$ cat config.mk
export PLATFORM = sky130hd
export DESIGN_NAME = hazard_stall_ctrl
export DESIGN_NICKNAME = d
export VERILOG_FILES = /design/src/rtl/hazard_stall_ctrl.sv
export SDC_FILE = /design/constraint.sdc
export NUM_CORES = 1
export LEC_CHECK = 0
export CAP_MARGIN = 20
export CORE_MARGIN = 1
export CORE_UTILIZATION = 39
export CTS_BUF_LIST = sky130_fd_sc_hd__clkbuf_16
export DETAILED_ROUTE_END_ITERATION = 16
export PLACE_DENSITY = 0.69
export SLEW_MARGIN = 0
export SYNTH_ARGS = -nofsm -noshare
export SYNTH_HDL_FRONTEND = slang
export SYNTH_SLANG_ARGS = --single-unit
$ cat constraint.sdc
create_clock -name clk -period 3.7 [get_ports clk]
set_input_delay 0.74 -clock clk [delete_from_list [all_inputs] [get_ports clk]]
set_output_delay 0.74 -clock clk [all_outputs]
set_load 0.03 [all_outputs]
$ cat src/rtl/hazard_stall_ctrl.sv
`default_nettype none
// ============================================================================
// Module   : hazard_stall_ctrl
// Purpose  : Central stall/flush controller for the 5-stage pipeline.
//            It detects RAW data hazards between the ID-stage sources and the
//            EX/MEM destinations using Tuse/Tnew timing. It also models the
//            multi-cycle multiply/divide unit with a down-counter and stalls
//            ID-stage MD instructions while that unit is busy.
// Ports    : clk, reset        - clock, synchronous active-high reset
//            d_rs/d_rt         - ID-stage source register addresses
//            d_tuse_rs/rt      - cycles until each source is needed (3 = unused)
//            d_is_md           - ID instruction uses the MD unit / HI / LO
//            e_regaddr/e_tnew  - EX-stage destination and its Tnew
//            m_regaddr/m_tnew  - MEM-stage destination and its Tnew
//            e_md_start/e_md_div - MD operation issued from EX (div qualifier)
//            stall, pc_en, fd_en, de_flush, em_en - pipeline control
//            md_busy           - MD unit busy
//            stall_cnt         - number of stalled cycles since reset
// Revision : 1.0 - initial release
// ============================================================================
module hazard_stall_ctrl #(
  parameter int MULT_CYCLES = 5,
  parameter int DIV_CYCLES  = 10,
  parameter int CNT_W       = 4
) (
  input  logic        clk,
  input  logic        reset,
  input  logic [4:0]  d_rs,
  input  logic [4:0]  d_rt,
  input  logic [1:0]  d_tuse_rs,
  input  logic [1:0]  d_tuse_rt,
  input  logic        d_is_md,
  input  logic [4:0]  e_regaddr,
  input  logic [1:0]  e_tnew,
  input  logic [4:0]  m_regaddr,
  input  logic [1:0]  m_tnew,
  input  logic        e_md_start,
  input  logic        e_md_div,
  output logic        stall,
  output logic        pc_en,
  output logic        fd_en,
  output logic        de_flush,
  output logic        em_en,
  output logic        md_busy,
  output logic [31:0] stall_cnt
);

  localparam logic [CNT_W-1:0] c_mult_load = CNT_W'(MULT_CYCLES);
  localparam logic [CNT_W-1:0] c_div_load  = CNT_W'(DIV_CYCLES);

  logic [CNT_W-1:0] r_md_cnt;
  logic [31:0]      r_stall_cnt;
  logic             w_rs_hazard;
  logic             w_rt_hazard;
  logic             w_md_hazard;
  logic             w_stall;
  logic             w_md_busy;

  // EX and MEM matches are independent and ORed: a producer in either stage
  // whose result arrives later than the consumer needs it forces a stall.
  // A Tuse of 3 can never be below a 2-bit Tnew, so unused sources drop out.
  always_comb begin
    w_rs_hazard = 1'b0;
    w_rt_hazard = 1'b0;
    if (d_rs != 5'd0) begin
      w_rs_hazard = ((d_rs == e_regaddr) && (d_tuse_rs < e_tnew)) ||
                    ((d_rs == m_regaddr) && (d_tuse_rs < m_tnew));
    end
    if (d_rt != 5'd0) begin
      w_rt_hazard = ((d_rt == e_regaddr) && (d_tuse_rt < e_tnew)) ||
                    ((d_rt == m_regaddr) && (d_tuse_rt < m_tnew));
    end
  end

  assign w_md_busy   = (r_md_cnt != '0);
  // The issuing cycle itself also blocks an MD instruction, since the
  // counter only becomes nonzero on the following edge.
  assign w_md_hazard = d_is_md & (w_md_busy | e_md_start);
  assign w_stall     = w_rs_hazard | w_rt_hazard | w_md_hazard;

  // MD busy counter: a new start always reloads, even while busy, so a
  // stray back-to-back issue simply restarts the busy window.
  always_ff @(posedge clk) begin
    if (reset) begin
      r_md_cnt <= '0;
    end else if (e_md_start) begin
      r_md_cnt <= e_md_div ? c_div_load : c_mult_load;
    end else if (r_md_cnt != '0) begin
      r_md_cnt <= r_md_cnt - 1'b1;
    end
  end

  // Free-running 32-bit stall counter; wraps naturally.
  always_ff @(posedge clk) begin
    if (reset) begin
      r_stall_cnt <= 32'd0;
    end else if (w_stall) begin
      r_stall_cnt <= r_stall_cnt + 32'd1;
    end
  end

  assign stall     = w_stall;
  assign pc_en     = ~w_stall;
  assign fd_en     = ~w_stall;
  assign de_flush  = w_stall;
  assign em_en     = 1'b1;
  assign md_busy   = w_md_busy;
  assign stall_cnt = r_stall_cnt;

endmodule
`default_nettype wire

# After elaboration in Yosys (flattened, before gate mapping)
# Index checks and enable logic that the tools add are counted.
[op_classes] add_sub_neg=2 magnitude_cmp=4 eq_ne=4 mux=5 n_bitwise=5 reduce_logical=10
[op_table] cell="adder 32 x 1 -> 32 bit (second input constant)" n=1
[op_table] cell="== test 5 bit" n=4
[op_table] cell="two-way mux 4 bit" n=3
[op_table] cell="nonzero test 5 bit" n=2
[op_table] cell="< comparator 2 bit" n=4
[op_table] cell="logical AND 1 bit" n=4
[op_table] cell="nonzero test 4 bit" n=1
[op_table] cell="subtractor 4 x 1 -> 4 bit (second input constant)" n=1
[op_table] cell="OR 1 bit" n=3
[op_table] cell="logical OR 1 bit" n=2
[op_table] cell="two-way mux 1 bit" n=2
[op_table] cell="nonzero test 2 bit" n=1
[op_table] cell="AND 1 bit" n=1
[op_table] cell="NOT 1 bit" n=1
[totals] reg_bits=36 inputBits=33 elab_cells=32

# Logic depth before layout (Yosys ltp)
# Gate-level depths: netlist of run 1.
[logic_depth] depth_word=7 ltp_mapped=9 depth_no_buf=8

# Least setup slack after synthesis of run 1
# OpenSTA, ideal clock, no wires.
[synth_timing] kind="in2out" start="input d_rs[1]" end="output stall" arrival_ns=2.491 setup_slack_ns=0.469 path_stages=6 path_buffers=1 cell_sequence="or4_1 > nor2_1 > a21oi_4 > nor2_2 > inv_1 > buf_4"
[synth_via] elab_chain_len=6
[synth_rtl] item="start, declared" line="28" text="input logic [4:0] d_rs,"
[synth_rtl] item="== test 5 bit, on equally long branches" line="66, 67"
[synth_rtl] item="logical AND 1 bit, on equally long branches" line="66, 67"
[synth_rtl] item="logical OR 1 bit" line="66" text="w_rs_hazard = ((d_rs == e_regaddr) && (d_tuse_rs < e_tnew)) ||"
[synth_rtl] item="two-way mux 1 bit *" line="65" text="if (d_rs != 5'd0) begin"
[synth_rtl] item="OR 1 bit * (2 in a row)" line="79" text="assign w_stall = w_rs_hazard | w_rt_hazard | w_md_hazard;"
[synth_rtl] item="end, declared" line="39" text="output logic stall,"
# Mark *: on every way between the ends. The rest lies on a longest branch, timed or not.

# Worst setup path in the final report of run 1
[layout_timing] start="input m_tnew[1]" end="output de_flush"
[layout_via] elab_chain_len=6
[layout_rtl] item="start, declared" line="36" text="input logic [1:0] m_tnew,"
[layout_rtl] item="< comparator 2 bit, on equally long branches" line="67, 71"
[layout_rtl] item="logical AND 1 bit, on equally long branches" line="67, 71"
[layout_rtl] item="logical OR 1 bit, on equally long branches" line="66, 70"
[layout_rtl] item="two-way mux 1 bit, on equally long branches" line="65, 69"
[layout_rtl] item="OR 1 bit * (2 in a row)" line="79"
[layout_rtl] item="end, declared" line="42" text="output logic de_flush,"
# Marks and branches as above.

==> flow_results.xml, run 1 <==
<?xml version="1.0" encoding="UTF-8"?>
<metrics>
  <group name="logic_synthesis">
    <metric name="synth_cell_types" unit="">38</metric>
    <metric name="netlist_instances" unit="">243</metric>
    <metric name="avg_inst_size_synth" unit="um^2">8.77</metric>
    <metric name="synth_largest_type_area_fraction" unit="%">33.8</metric>
    <metric name="synth_seq_cells" unit="">36</metric>
    <metric name="yosysWarningCount" unit="">0</metric>
    <metric name="dominant_cell_by_count_in_the_synthesized_netlist" unit="">sky130_fd_sc_hd__xor2_1</metric>
    <metric name="synth.net_count" unit="">283</metric>
    <metric name="synth-seq-area-share" unit="%">33.8</metric>
    <metric name="synth_common_cells" unit="">sky130_fd_sc_hd__xor2_1 (41), sky130_fd_sc_hd__dfxtp_1 (36), sky130_fd_sc_hd__nor2_1 (35)</metric>
    <metric name="synth_enable_flop_cells" unit="">0</metric>
    <metric name="netlist_area" unit="um^2">2130</metric>
    <metric name="netlist_top_cells_area" unit="">sky130_fd_sc_hd__dfxtp_1 (34%), sky130_fd_sc_hd__xor2_1 (17%), sky130_fd_sc_hd__nor2_1 (6.2%)</metric>
    <metric name="synthArstFlopShare" unit="%">0</metric>
    <metric name="dominantRegCellSynth" unit="">sky130_fd_sc_hd__dfxtp_1</metric>
    <metric name="yosysTopAreaCell" unit="">sky130_fd_sc_hd__dfxtp_1</metric>
  </group>
  <group name="floorplanning">
    <metric name="initial_core_util" unit="%">41.2</metric>
    <metric name="fp.coreArea" unit="um^2">5170</metric>
    <metric name="fp.dieArea" unit="um^2">5760</metric>
    <metric name="placement_rows" unit="">26</metric>
    <metric name="dieHeight" unit="um">75.9</metric>
    <metric name="fp.dieW" unit="um">75.9</metric>
    <metric name="ios" unit="">71</metric>
  </group>
  <group name="cts">
    <metric name="cts_root_buf" unit="">sky130_fd_sc_hd__clkbuf_16</metric>
    <metric name="clock_tree.htree_level_count" unit="">2</metric>
    <metric name="clk_transition_reported_paths" unit="ps">50</metric>
    <metric name="postCtsSetupRepairBufs" unit="">0</metric>
    <metric name="clock_sink_count" unit="">36</metric>
    <metric name="numCtsBuffers" unit="">5</metric>
    <metric name="cts_tree" unit="">done</metric>
    <metric name="cts_buffer_depth" unit="">2</metric>
    <metric name="cts_hold_buf" unit="">0</metric>
    <metric name="clkLatencyLatePin" unit="ps">270</metric>
    <metric name="post_cts_resize_count" unit="">0</metric>
  </group>
  <group name="final_layout">
    <metric name="multiInputGateArea" unit="um^2">1330</metric>
    <metric name="syn_to_final_growth" unit="%">43.4</metric>
    <metric name="n_antenna_cell" unit="">0</metric>
    <metric name="final_nets" unit="">352</metric>
    <metric name="postLayoutCoreUtil" unit="%">59.1</metric>
    <metric name="proportion_of_layout_cells_with_a_drive_suffix_above_1" unit="%">6.71</metric>
    <metric name="num-fill-cells" unit="">473</metric>
    <metric name="seqCellArea" unit="um^2">721</metric>
    <metric name="post_layout_nonfiller_instances" unit="">383</metric>
  </group>
  <group name="sta">
    <metric name="slew_violations" unit="">0</metric>
    <metric name="min_period" unit="ps">3490</metric>
    <metric name="min_period_over_period" unit="%">94.3</metric>
    <metric name="max_freq" unit="MHz">287</metric>
    <metric name="worst_clock_skew" unit="ps">4.03</metric>
    <metric name="tns" unit="ps">0</metric>
    <metric name="hold_viol_final" unit="">0</metric>
    <metric name="setup-violations-final" unit="">0</metric>
    <metric name="unrepaired_setup_endpoints_after_global_routing" unit="">false</metric>
  </group>
  <group name="run">
    <metric name="maxCapViolations" unit="">0</metric>
  </group>
  <group name="worst_setup_path">
    <metric name="crit_path_slowest_cell" unit="">sky130_fd_sc_hd__clkdlybuf4s50_1</metric>
    <metric name="critPathLaunchType" unit="">primary input</metric>
    <metric name="worst-path-max-fanout" unit="">7</metric>
    <metric name="path_cells" unit="">clkdlybuf4s50_1 -&gt; inv_1 -&gt; ha_1 -&gt; a2111oi_1 -&gt; nand4_1 -&gt; a21oi_4 -&gt; nor2_2 -&gt; buf_4 -&gt; inv_1 -&gt; buf_4</metric>
    <metric name="critical_path_required" unit="ps">2960</metric>
    <metric name="worst_setup_path_startpoint" unit="">m_tnew[1]</metric>
    <metric name="crit_buf_inv" unit="">5</metric>
    <metric name="timing.critical_path.arrival" unit="ps">2750</metric>
    <metric name="critical_path.reg2reg.startpoint" unit="">r_md_cnt[0]</metric>
    <metric name="cp_top_family" unit="">buffers and inverters</metric>
    <metric name="endpoint_kind" unit="">primary output</metric>
    <metric name="critPathKind" unit="">in2out</metric>
    <metric name="largest_incremental_delay_on_the_critical_path" unit="ps">450</metric>
  </group>
  <group name="power_and_ir_drop">
    <metric name="final_total_pwr" unit="uW">1070</metric>
    <metric name="sequentialPowerShare" unit="%">38.1</metric>
    <metric name="switching_share" unit="%">24.9</metric>
    <metric name="power_frac_comb" unit="%">18.7</metric>
    <metric name="share_clk_of_total_power" unit="%">43.2</metric>
    <metric name="static-leakage-power" unit="uW">0.00117</metric>
    <metric name="ir_worst_vdd" unit="mV">0.209</metric>
    <metric name="internal_power" unit="uW">803</metric>
    <metric name="power.switching" unit="uW">266</metric>
    <metric name="cellPowerDensity" unit="nW/um^2">350</metric>
  </group>
  <group name="global_routing">
    <metric name="via_count_of_the_first_global_routing_pass" unit="">1974</metric>
    <metric name="wire_length_of_the_first_global_routing_pass" unit="um">9350</metric>
    <metric name="gr-total-overflow" unit="">0</metric>
    <metric name="grt_start_max_net_pins" unit="">26</metric>
    <metric name="grt_antenna_before_repair" unit="">0</metric>
    <metric name="globalRouteTotalUtil" unit="%">20.1</metric>
  </group>
  <group name="worst_hold_path">
    <metric name="min-delay-path-class" unit="">reg2reg</metric>
    <metric name="worst_hold_startpoint" unit="">stall_cnt[26]</metric>
  </group>
  <group name="drt">
    <metric name="via_cell_ratio" unit="">5.08</metric>
    <metric name="detailedRoute.firstPassIterationCount" unit="">4</metric>
    <metric name="routed_antenna_nets" unit="">0</metric>
    <metric name="detailroute.via_count" unit="">1945</metric>
    <metric name="wirelength" unit="um">5290</metric>
    <metric name="remaining_drc_errors" unit="">0</metric>
    <metric name="drt_initial_violations" unit="">45</metric>
    <metric name="route.detailed.wl_per_inst" unit="um">13.8</metric>
  </group>
  <group name="placed_design">
    <metric name="placed_cells" unit="">375</metric>
    <metric name="place_congestion" unit="">0.942</metric>
    <metric name="dp_hpwl" unit="um">4000</metric>
    <metric name="numPortBuffers" unit="">69</metric>
  </group>
  <group name="run_status">
    <metric name="outcome" unit="">completed</metric>
  </group>
</metrics>
cell type report:
type,count,area share [%]
multi-input cells,189,43.5
repair buffers,75,24.1
flip-flops and latches,36,23.6
clock buffers,5,4.10
well taps,70,2.87
clock inverters,3,1.27
inverters,5,0.614
placed cells by master (no fill, tap or decap), drive strengths merged, types with 2 or more instances in the layout:
master | netlist | routed
dlymetal6s2s | 0 | 2
a211oi | 3 | 3
nor2b | 2 | 2
nor2 | 36 | 36
a21oi | 7 | 7
o21ai | 8 | 8
dfxtp | 36 | 36
and4 | 4 | 4
a2111oi | 2 | 2
nor3 | 3 | 3
clkbuf | 8 | 5
nor4 | 2 | 2
buf | 5 | 8
o211ai | 10 | 10
o2111ai | 12 | 12
xnor2 | 7 | 7
nand2b | 5 | 5
and2 | 3 | 3
nand4 | 5 | 5
or3 | 3 | 3
and3 | 9 | 9
a22oi | 2 | 2
nand2 | 6 | 6
xor2 | 41 | 41
ha | 7 | 7
nand3 | 2 | 2
o21a | 2 | 2
clkdlybuf4s50 | 0 | 65
inv | 5 | 6
or4 | 3 | 3
cell families (layout without fill, tap and decap cells):
kind of cell | count (synthesis) | in the layout | share of synthesized area [%]
AND/OR/NAND/NOR | 84 | 84 | 20.4
XOR/XNOR | 48 | 48 | 19.7
AO/OA/AOI/OAI | 47 | 47 | 17.0
flip-flops | 36 | 36 | 33.8
buffers and inverters | 18 | 88 | 3.82
adder cells (fa/ha/maj) | 7 | 7 | 4.11
multiplexers | 2 | 2 | 0.998
other | 1 | 1 | 0.176
final timing paths:
check	endpoint	slack (ps)	cells past startpoint
max	de_flush	210	10
min	stall_cnt[26]	530	2
max reg2reg	stall_cnt[31]	1380	9
min reg2reg	stall_cnt[26]	530	2
per-layer routing:
layer,up-vias,global-route usage (%),wire [um]
met4,0,7.12,65
met1,903,24.3,2540
met5,-,0,0
met2,31,35.7,2540
met3,6,3.49,144
li1,1005,-,-
flip-flops by register name, indices dropped and copies added (netlist names):
signal,count
stall_cnt,32
r_md_cnt,4
tightest hold or removal path, delay by kind of cell, from the launching register on:
family	cells	cell delay (ps)
flops	1	350
xor+xnor	1	70
simple gates	1	70
power by group through the flow:
| stage | Sequential (uW) | Combinational (uW) | Clock [uW] |
|---|---|---|---|
| global route | 409 | 217 | 491 |
| global placement | 415 | 199 | 0 |
| floorplan | 421 | 107 | 0 |
| CTS | 407 | 202 | 473 |
| finish | 407 | 200 | 462 |
| detailed placement | 415 | 201 | 0 |
metrics by stage:
stage | setup slack [ps] | area (um^2) | hold WS [ps]
2_1_floorplan | 469 | 2130 | 560
3_3_place_gp | 75.2 | 2890 | 504
3_5_place_dp | 23.3 | 2890 | 527
4_1_cts | 29.0 | 3050 | 540
5_1_grt | 85.7 | 3060 | 573
6_report | 212 | 3060 | 533
No activity file was read; power rests on OpenSTA's default activity.
==> run 2, diff against run 1 <==
==> constraint.sdc (replaced) <==
create_clock -name clk -period 3.7 [get_ports clk]
set_input_delay 0.37 -clock clk [delete_from_list [all_inputs] [get_ports clk]]
set_output_delay 0.37 -clock clk [all_outputs]
set_load 0.03 [all_outputs]
==> flow_results.xml, run 2 (synthesis gave the netlist of run 1 again) <==
<?xml version="1.0" encoding="UTF-8"?>
<metrics>
  <group name="cts">
    <metric name="clock_tree.htree_level_count" unit="">2</metric>
    <metric name="cts_tree" unit="">done</metric>
    <metric name="numCtsBuffers" unit="">5</metric>
    <metric name="clock_sink_count" unit="">36</metric>
    <metric name="post_cts_resize_count" unit="">0</metric>
    <metric name="cts_root_buf" unit="">sky130_fd_sc_hd__clkbuf_16</metric>
    <metric name="cts_hold_buf" unit="">0</metric>
    <metric name="postCtsSetupRepairBufs" unit="">0</metric>
    <metric name="cts_buffer_depth" unit="">2</metric>
    <metric name="clk_transition_reported_paths" unit="ps">50</metric>
    <metric name="clkLatencyLatePin" unit="ps">270</metric>
  </group>
  <group name="sta">
    <metric name="unrepaired_setup_endpoints_after_global_routing" unit="">false</metric>
    <metric name="slew-limit-headroom" unit="%">53.1</metric>
    <metric name="setup-violations-final" unit="">0</metric>
    <metric name="max_freq" unit="MHz">322</metric>
    <metric name="worst_slack" unit="ps">598</metric>
    <metric name="min_period" unit="ps">3100</metric>
    <metric name="worst_clock_skew" unit="ps">2.30</metric>
    <metric name="tns" unit="ps">0</metric>
    <metric name="timing_worst_slew_pin_value" unit="ps">702</metric>
    <metric name="hold_viol_final" unit="">0</metric>
    <metric name="min_period_over_period" unit="%">83.9</metric>
    <metric name="slew_violations" unit="">0</metric>
  </group>
  <group name="floorplanning">
    <metric name="placement_rows" unit="">26</metric>
    <metric name="fp.coreArea" unit="um^2">5170</metric>
    <metric name="initial_core_util" unit="%">41.2</metric>
    <metric name="fp.dieW" unit="um">75.9</metric>
    <metric name="dieHeight" unit="um">75.9</metric>
    <metric name="ios" unit="">71</metric>
    <metric name="fp.dieArea" unit="um^2">5760</metric>
  </group>
  <group name="global_routing">
    <metric name="grt_antenna_before_repair" unit="">0</metric>
    <metric name="gr-total-overflow" unit="">0</metric>
    <metric name="wire_length_of_the_first_global_routing_pass" unit="um">8970</metric>
    <metric name="via_count_of_the_first_global_routing_pass" unit="">1910</metric>
    <metric name="globalRouteTotalUtil" unit="%">18.8</metric>
    <metric name="grt_start_max_net_pins" unit="">25</metric>
  </group>
  <group name="worst_setup_path">
    <metric name="reg2regPathDepth" unit="">9</metric>
    <metric name="timing.critical_path.arrival" unit="ps">2730</metric>
    <metric name="cp_top_family" unit="">buffers and inverters</metric>
    <metric name="cp_common_cell" unit="">sky130_fd_sc_hd__clkdlybuf4s50_1</metric>
    <metric name="critical_path_required" unit="ps">3330</metric>
    <metric name="critPathKind" unit="">in2out</metric>
    <metric name="critPathLaunchType" unit="">primary input</metric>
    <metric name="r2r_setup_slack" unit="ps">1410</metric>
    <metric name="path_cells" unit="">clkdlybuf4s50_1 -&gt; or4_1 -&gt; nor2_1 -&gt; a21oi_4 -&gt; nor2_2 -&gt; clkdlybuf4s50_1</metric>
    <metric name="worst_r2r_endpoint" unit="">stall_cnt[31]</metric>
    <metric name="endpoint_kind" unit="">primary output</metric>
    <metric name="worst-path-max-fanout" unit="">9</metric>
    <metric name="crit_buf_inv" unit="">2</metric>
    <metric name="critical_path.reg2reg.startpoint" unit="">r_md_cnt[0]</metric>
    <metric name="largest_incremental_delay_on_the_critical_path" unit="ps">750</metric>
    <metric name="crit_path_slowest_cell" unit="">sky130_fd_sc_hd__clkdlybuf4s50_1</metric>
  </group>
  <group name="drt">
    <metric name="drt_initial_violations" unit="">71</metric>
    <metric name="routed_antenna_nets" unit="">0</metric>
    <metric name="remaining_drc_errors" unit="">0</metric>
    <metric name="wirelength" unit="um">5350</metric>
    <metric name="detailroute.via_count" unit="">1984</metric>
    <metric name="via_cell_ratio" unit="">5.22</metric>
    <metric name="route.detailed.wl_per_inst" unit="um">14.1</metric>
    <metric name="detailedRoute.firstPassIterationCount" unit="">4</metric>
  </group>
  <group name="final_layout">
    <metric name="most_common_library_cell_in_the_layout_ignoring_fill_and_taps" unit="">sky130_fd_sc_hd__clkdlybuf4s50_1</metric>
    <metric name="largest_register_ff_count" unit="">32</metric>
    <metric name="num-fill-cells" unit="">477</metric>
    <metric name="final_nets" unit="">349</metric>
    <metric name="mostFrequentLayoutCells" unit="">sky130_fd_sc_hd__clkdlybuf4s50_1 (67), sky130_fd_sc_hd__xor2_1 (41), sky130_fd_sc_hd__dfxtp_1 (36)</metric>
    <metric name="syn_to_final_growth" unit="%">40.8</metric>
    <metric name="n_antenna_cell" unit="">0</metric>
    <metric name="proportion_of_layout_cells_with_a_drive_suffix_above_1" unit="%">5.16</metric>
    <metric name="post_layout_nonfiller_instances" unit="">380</metric>
  </group>
  <group name="placed_design">
    <metric name="detailedPlace.worstSlack" unit="ps">573</metric>
    <metric name="numPortBuffers" unit="">69</metric>
    <metric name="dp_hpwl" unit="um">4040</metric>
    <metric name="placed_cells" unit="">372</metric>
    <metric name="place_congestion" unit="">0.895</metric>
  </group>
  <group name="worst_hold_path">
    <metric name="worst_hold_startpoint" unit="">stall_cnt[5]</metric>
    <metric name="min-delay-path-class" unit="">reg2reg</metric>
    <metric name="worst_hold_path.num_cells" unit="">2</metric>
    <metric name="min_to" unit="">stall_cnt[5]</metric>
  </group>
  <group name="run_status">
    <metric name="outcome" unit="">completed</metric>
  </group>
  <group name="run">
    <metric name="maxCapViolations" unit="">0</metric>
  </group>
  <group name="power_and_ir_drop">
    <metric name="ir_worst_vdd" unit="mV">0.227</metric>
    <metric name="static-leakage-power" unit="uW">0.00113</metric>
    <metric name="cellPowerDensity" unit="nW/um^2">330</metric>
  </group>
</metrics>
run 2: worst max-delay path by stage:
stage / start / end / slack [ps] / cells past startpoint
after floorplan: r_md_cnt[0] / stall / 1150 / 8
after global placement: e_tnew[1] / stall_cnt[31] / 550 / 10
after detailed placement: e_tnew[1] / stall_cnt[31] / 570 / 10
after CTS: d_rs[1] / fd_en / 600 / 6
after global routing: d_rs[1] / fd_en / 500 / 6
final: d_rs[1] / fd_en / 600 / 6
run 2: routing by layer:
| metal | vias to the layer above | part of all wire (%) | routed length, um | track usage [%] |
|---|---|---|---|---|
| li1 | 995 | - | - | - |
| met1 | 945 | 46 | 2470 | 24.0 |
| met2 | 40 | 50 | 2660 | 33.8 |
| met3 | 4 | 3.7 | 196 | 2.89 |
| met4 | 0 | 0.58 | 31 | 2.88 |
| met5 | - | 0 | 0 | 0 |
run 2: final cells by class:
type	count	area, um^2	share of cell area, %
Clock buffer	5	125	4.17
Clock inverter	3	11.3	0.375
Multi-Input combinational cell	189	1330	44.3
Timing Repair Buffer	72	708	23.6
Tap cell	70	87.6	2.92
Inverter	5	18.8	0.626
Sequential cell	36	721	24.0
run 2: worst reg2reg max path, cell delays in order (launching register included):
cell,delay (ps)
sky130_fd_sc_hd__dfxtp_1,330
sky130_fd_sc_hd__inv_1,80
sky130_fd_sc_hd__ha_1,170
sky130_fd_sc_hd__nand2_1,130
sky130_fd_sc_hd__o21ai_0,290
sky130_fd_sc_hd__o21ai_2,110
sky130_fd_sc_hd__buf_4,230
sky130_fd_sc_hd__o21ai_2,290
sky130_fd_sc_hd__and4b_1,240
sky130_fd_sc_hd__mux2_1,300
run 2: power by group:
group	switching [uW]	internal, uW	leakage (uW)
sequential	11.2	397	0.000291
clock	141	242	0.0000738
combinational	108	89.7	0.000766
run 2: stage by stage:
| stage | total power, uW | instance area (um^2) | util, % | hold slack (ps) |
|---|---|---|---|---|
| global placement | 611 | 2860 | 55.4 | 516 |
| global route | 1030 | 3000 | 58.0 | 580 |
| finish | 989 | 3000 | 58.0 | 535 |
| floorplan | 528 | 2130 | - | 511 |
| CTS | 997 | 3000 | 58.0 | 545 |
| detailed placement | 613 | 2860 | 55.4 | 524 |
==> run 3, diff against run 2 <==
- PLACE_DENSITY: 0.69 -> 0.72
- clock period: 3.7 -> 2.8 ns (I/O delays scaled with it)
==> flow_results.xml, run 3 (synthesis gave the netlist of run 1 again) <==
<?xml version="1.0" encoding="UTF-8"?>
<metrics>
  <group name="drt">
    <metric name="remaining_drc_errors" unit="">0</metric>
    <metric name="wirelength" unit="um">5500</metric>
    <metric name="routed_antenna_nets" unit="">0</metric>
    <metric name="route.detailed.wl_per_inst" unit="um">14.2</metric>
    <metric name="detailroute.via_count" unit="">1985</metric>
    <metric name="via_cell_ratio" unit="">5.13</metric>
    <metric name="detailedRoute.firstPassIterationCount" unit="">4</metric>
    <metric name="drt_initial_violations" unit="">110</metric>
  </group>
  <group name="global_routing">
    <metric name="grt.met1_usage" unit="%">25.9</metric>
    <metric name="globalRouteTotalUtil" unit="%">20.3</metric>
    <metric name="wire_length_of_the_first_global_routing_pass" unit="um">9430</metric>
    <metric name="grt_antenna_before_repair" unit="">0</metric>
    <metric name="grtUsageMet2" unit="%">34.8</metric>
    <metric name="grt_start_max_net_pins" unit="">25</metric>
    <metric name="gr-total-overflow" unit="">0</metric>
    <metric name="globalRoute.busiestLayer" unit="">met2</metric>
    <metric name="via_count_of_the_first_global_routing_pass" unit="">1965</metric>
    <metric name="grt_use_met3" unit="%">3.61</metric>
  </group>
  <group name="cts">
    <metric name="postCtsSetupRepairBufs" unit="">0</metric>
    <metric name="numCtsBuffers" unit="">5</metric>
    <metric name="clock_tree.htree_level_count" unit="">2</metric>
    <metric name="clkLatencyLatePin" unit="ps">280</metric>
    <metric name="clock_sink_count" unit="">36</metric>
    <metric name="cts_buffer_depth" unit="">2</metric>
    <metric name="clk_transition_reported_paths" unit="ps">50</metric>
    <metric name="cts_root_buf" unit="">sky130_fd_sc_hd__clkbuf_16</metric>
    <metric name="cts_tree" unit="">done</metric>
  </group>
  <group name="worst_setup_path">
    <metric name="endpoint_kind" unit="">primary output</metric>
    <metric name="critical_path_required" unit="ps">2520</metric>
    <metric name="largest_incremental_delay_on_the_critical_path" unit="ps">450</metric>
    <metric name="timing.critical_path.arrival" unit="ps">2330</metric>
    <metric name="path_cells" unit="">clkdlybuf4s50_1 -&gt; inv_1 -&gt; ha_1 -&gt; a2111oi_1 -&gt; nand4_1 -&gt; a21oi_4 -&gt; nor2_2 -&gt; buf_4 -&gt; inv_1 -&gt; buf_4</metric>
    <metric name="cp_top_family" unit="">buffers and inverters</metric>
    <metric name="critPathKind" unit="">in2out</metric>
    <metric name="worst-path-max-fanout" unit="">4</metric>
    <metric name="crit_path_slowest_cell" unit="">sky130_fd_sc_hd__clkdlybuf4s50_1</metric>
    <metric name="critPathLaunchType" unit="">primary input</metric>
    <metric name="crit_buf_inv" unit="">5</metric>
    <metric name="r2r_setup_slack" unit="ps">590</metric>
  </group>
  <group name="placed_design">
    <metric name="numPortBuffers" unit="">69</metric>
    <metric name="postPlaceCellArea" unit="um^2">2920</metric>
    <metric name="dp_hpwl" unit="um">4210</metric>
    <metric name="place_congestion" unit="">0.845</metric>
  </group>
  <group name="sta">
    <metric name="worst_clock_skew" unit="ps">2.93</metric>
    <metric name="slew-limit-headroom" unit="%">58.6</metric>
    <metric name="setup-violations-final" unit="">0</metric>
    <metric name="min_period_over_period" unit="%">93.4</metric>
    <metric name="timing_worst_slew_pin_value" unit="ps">618</metric>
    <metric name="hold_viol_final" unit="">0</metric>
    <metric name="tns" unit="ps">0</metric>
    <metric name="min_period" unit="ps">2610</metric>
    <metric name="max_freq" unit="MHz">383</metric>
    <metric name="unrepaired_setup_endpoints_after_global_routing" unit="">false</metric>
    <metric name="slew_violations" unit="">0</metric>
  </group>
  <group name="power_and_ir_drop">
    <metric name="cellPowerDensity" unit="nW/um^2">433</metric>
    <metric name="power.switching" unit="uW">351</metric>
    <metric name="static-leakage-power" unit="uW">0.00117</metric>
    <metric name="power_frac_comb" unit="%">20.4</metric>
    <metric name="switching_share" unit="%">26.6</metric>
    <metric name="sequentialPowerShare" unit="%">40.7</metric>
    <metric name="share_clk_of_total_power" unit="%">38.9</metric>
    <metric name="internal_power" unit="uW">969</metric>
    <metric name="ir_worst_vdd" unit="mV">0.307</metric>
  </group>
  <group name="final_layout">
    <metric name="mostFrequentLayoutCells" unit="">sky130_fd_sc_hd__clkdlybuf4s50_1 (65), sky130_fd_sc_hd__xor2_1 (41), sky130_fd_sc_hd__dfxtp_1 (36)</metric>
    <metric name="postLayoutCoreUtil" unit="%">59.0</metric>
    <metric name="final_nets" unit="">356</metric>
    <metric name="syn_to_final_growth" unit="%">43.2</metric>
    <metric name="final_design_area_no_fill" unit="um^2">3050</metric>
    <metric name="most_common_library_cell_in_the_layout_ignoring_fill_and_taps" unit="">sky130_fd_sc_hd__clkdlybuf4s50_1</metric>
    <metric name="proportion_of_layout_cells_with_a_drive_suffix_above_1" unit="%">7.26</metric>
    <metric name="largest_register_ff_count" unit="">32</metric>
    <metric name="n_antenna_cell" unit="">0</metric>
  </group>
  <group name="run_status">
    <metric name="outcome" unit="">completed</metric>
  </group>
  <group name="floorplanning">
    <metric name="initial_core_util" unit="%">41.2</metric>
    <metric name="ios" unit="">71</metric>
    <metric name="placement_rows" unit="">26</metric>
    <metric name="fp.coreArea" unit="um^2">5170</metric>
    <metric name="dieHeight" unit="um">75.9</metric>
    <metric name="fp.dieArea" unit="um^2">5760</metric>
    <metric name="fp.dieW" unit="um">75.9</metric>
  </group>
  <group name="worst_hold_path">
    <metric name="min-delay-path-class" unit="">reg2reg</metric>
  </group>
  <group name="run">
    <metric name="maxCapViolations" unit="">0</metric>
  </group>
</metrics>
==> run 3: changes by cell type in the layout (fill, tap and decap cells not counted), sizes merged <==
cell	change
buf	+7
clkdlybuf4s50	-2
dlygate4sd2	+2
==> run 3: layout make-up <==
| type | count | area (um^2) |
|---|---|---|
| fillers | 457 | 2120 |
| clock buffers | 5 | 125 |
| multi-input cells | 189 | 1330 |
| flip-flops and latches | 36 | 721 |
| clock inverters | 3 | 11.3 |
| well taps | 70 | 87.6 |
| repair buffers | 79 | 758 |
| inverters | 5 | 18.8 |
==> run 3: metrics by stage <==
stage | worst slack, ps | power, uW | instances | hold slack (ps)
2_1_floorplan | 342 | 697 | 243 | 421
3_3_place_gp | 32.7 | 817 | 379 | 520
3_5_place_dp | -53.4 | 819 | 379 | 524
4_1_cts | 188 | 1330 | 387 | 533
5_1_grt | 28.5 | 1380 | 387 | 561
6_report | 186 | 1320 | 387 | 532
==> run 3: layer usage <==
layer	vias up	routed length, um
met5	-	0
met4	0	70
met3	7	226
met2	47	2600
met1	919	2600
li1	1012	-
==> run 3: power groups by stage <==
stage          logic, uW  clock network (uW)  registers (uW)
4_1_cts              271                 526             538
5_1_grt              292                 550             540
2_1_floorplan        141                   0             556
3_3_place_gp         269                   0             549
6_report             269                 514             538
3_5_place_dp         271                   0             548
==> run 3: worst paths after layout <==
path                        end          start  cells past startpoint
setup / recovery       de_flush      m_tnew[1]                     10
hold / removal    stall_cnt[19]  stall_cnt[19]                      2
setup reg to reg  stall_cnt[31]   stall_cnt[7]                      6
hold reg to reg   stall_cnt[19]  stall_cnt[19]                      2
==> run 3: what timing repair did <==
action | in CTS | in global routing
endpoints found under the setup margin | 2 | 0
hold buffers | 0 | 0
resized for setup | 2 | 0
==> run 3: worst register-to-register path, delay by kind of cell, from the launching register on <==
family | cells | cell delay, ps
AND/OR/NAND/NOR | 5 | 1370
flip-flops | 1 | 410
multiplexers | 1 | 310
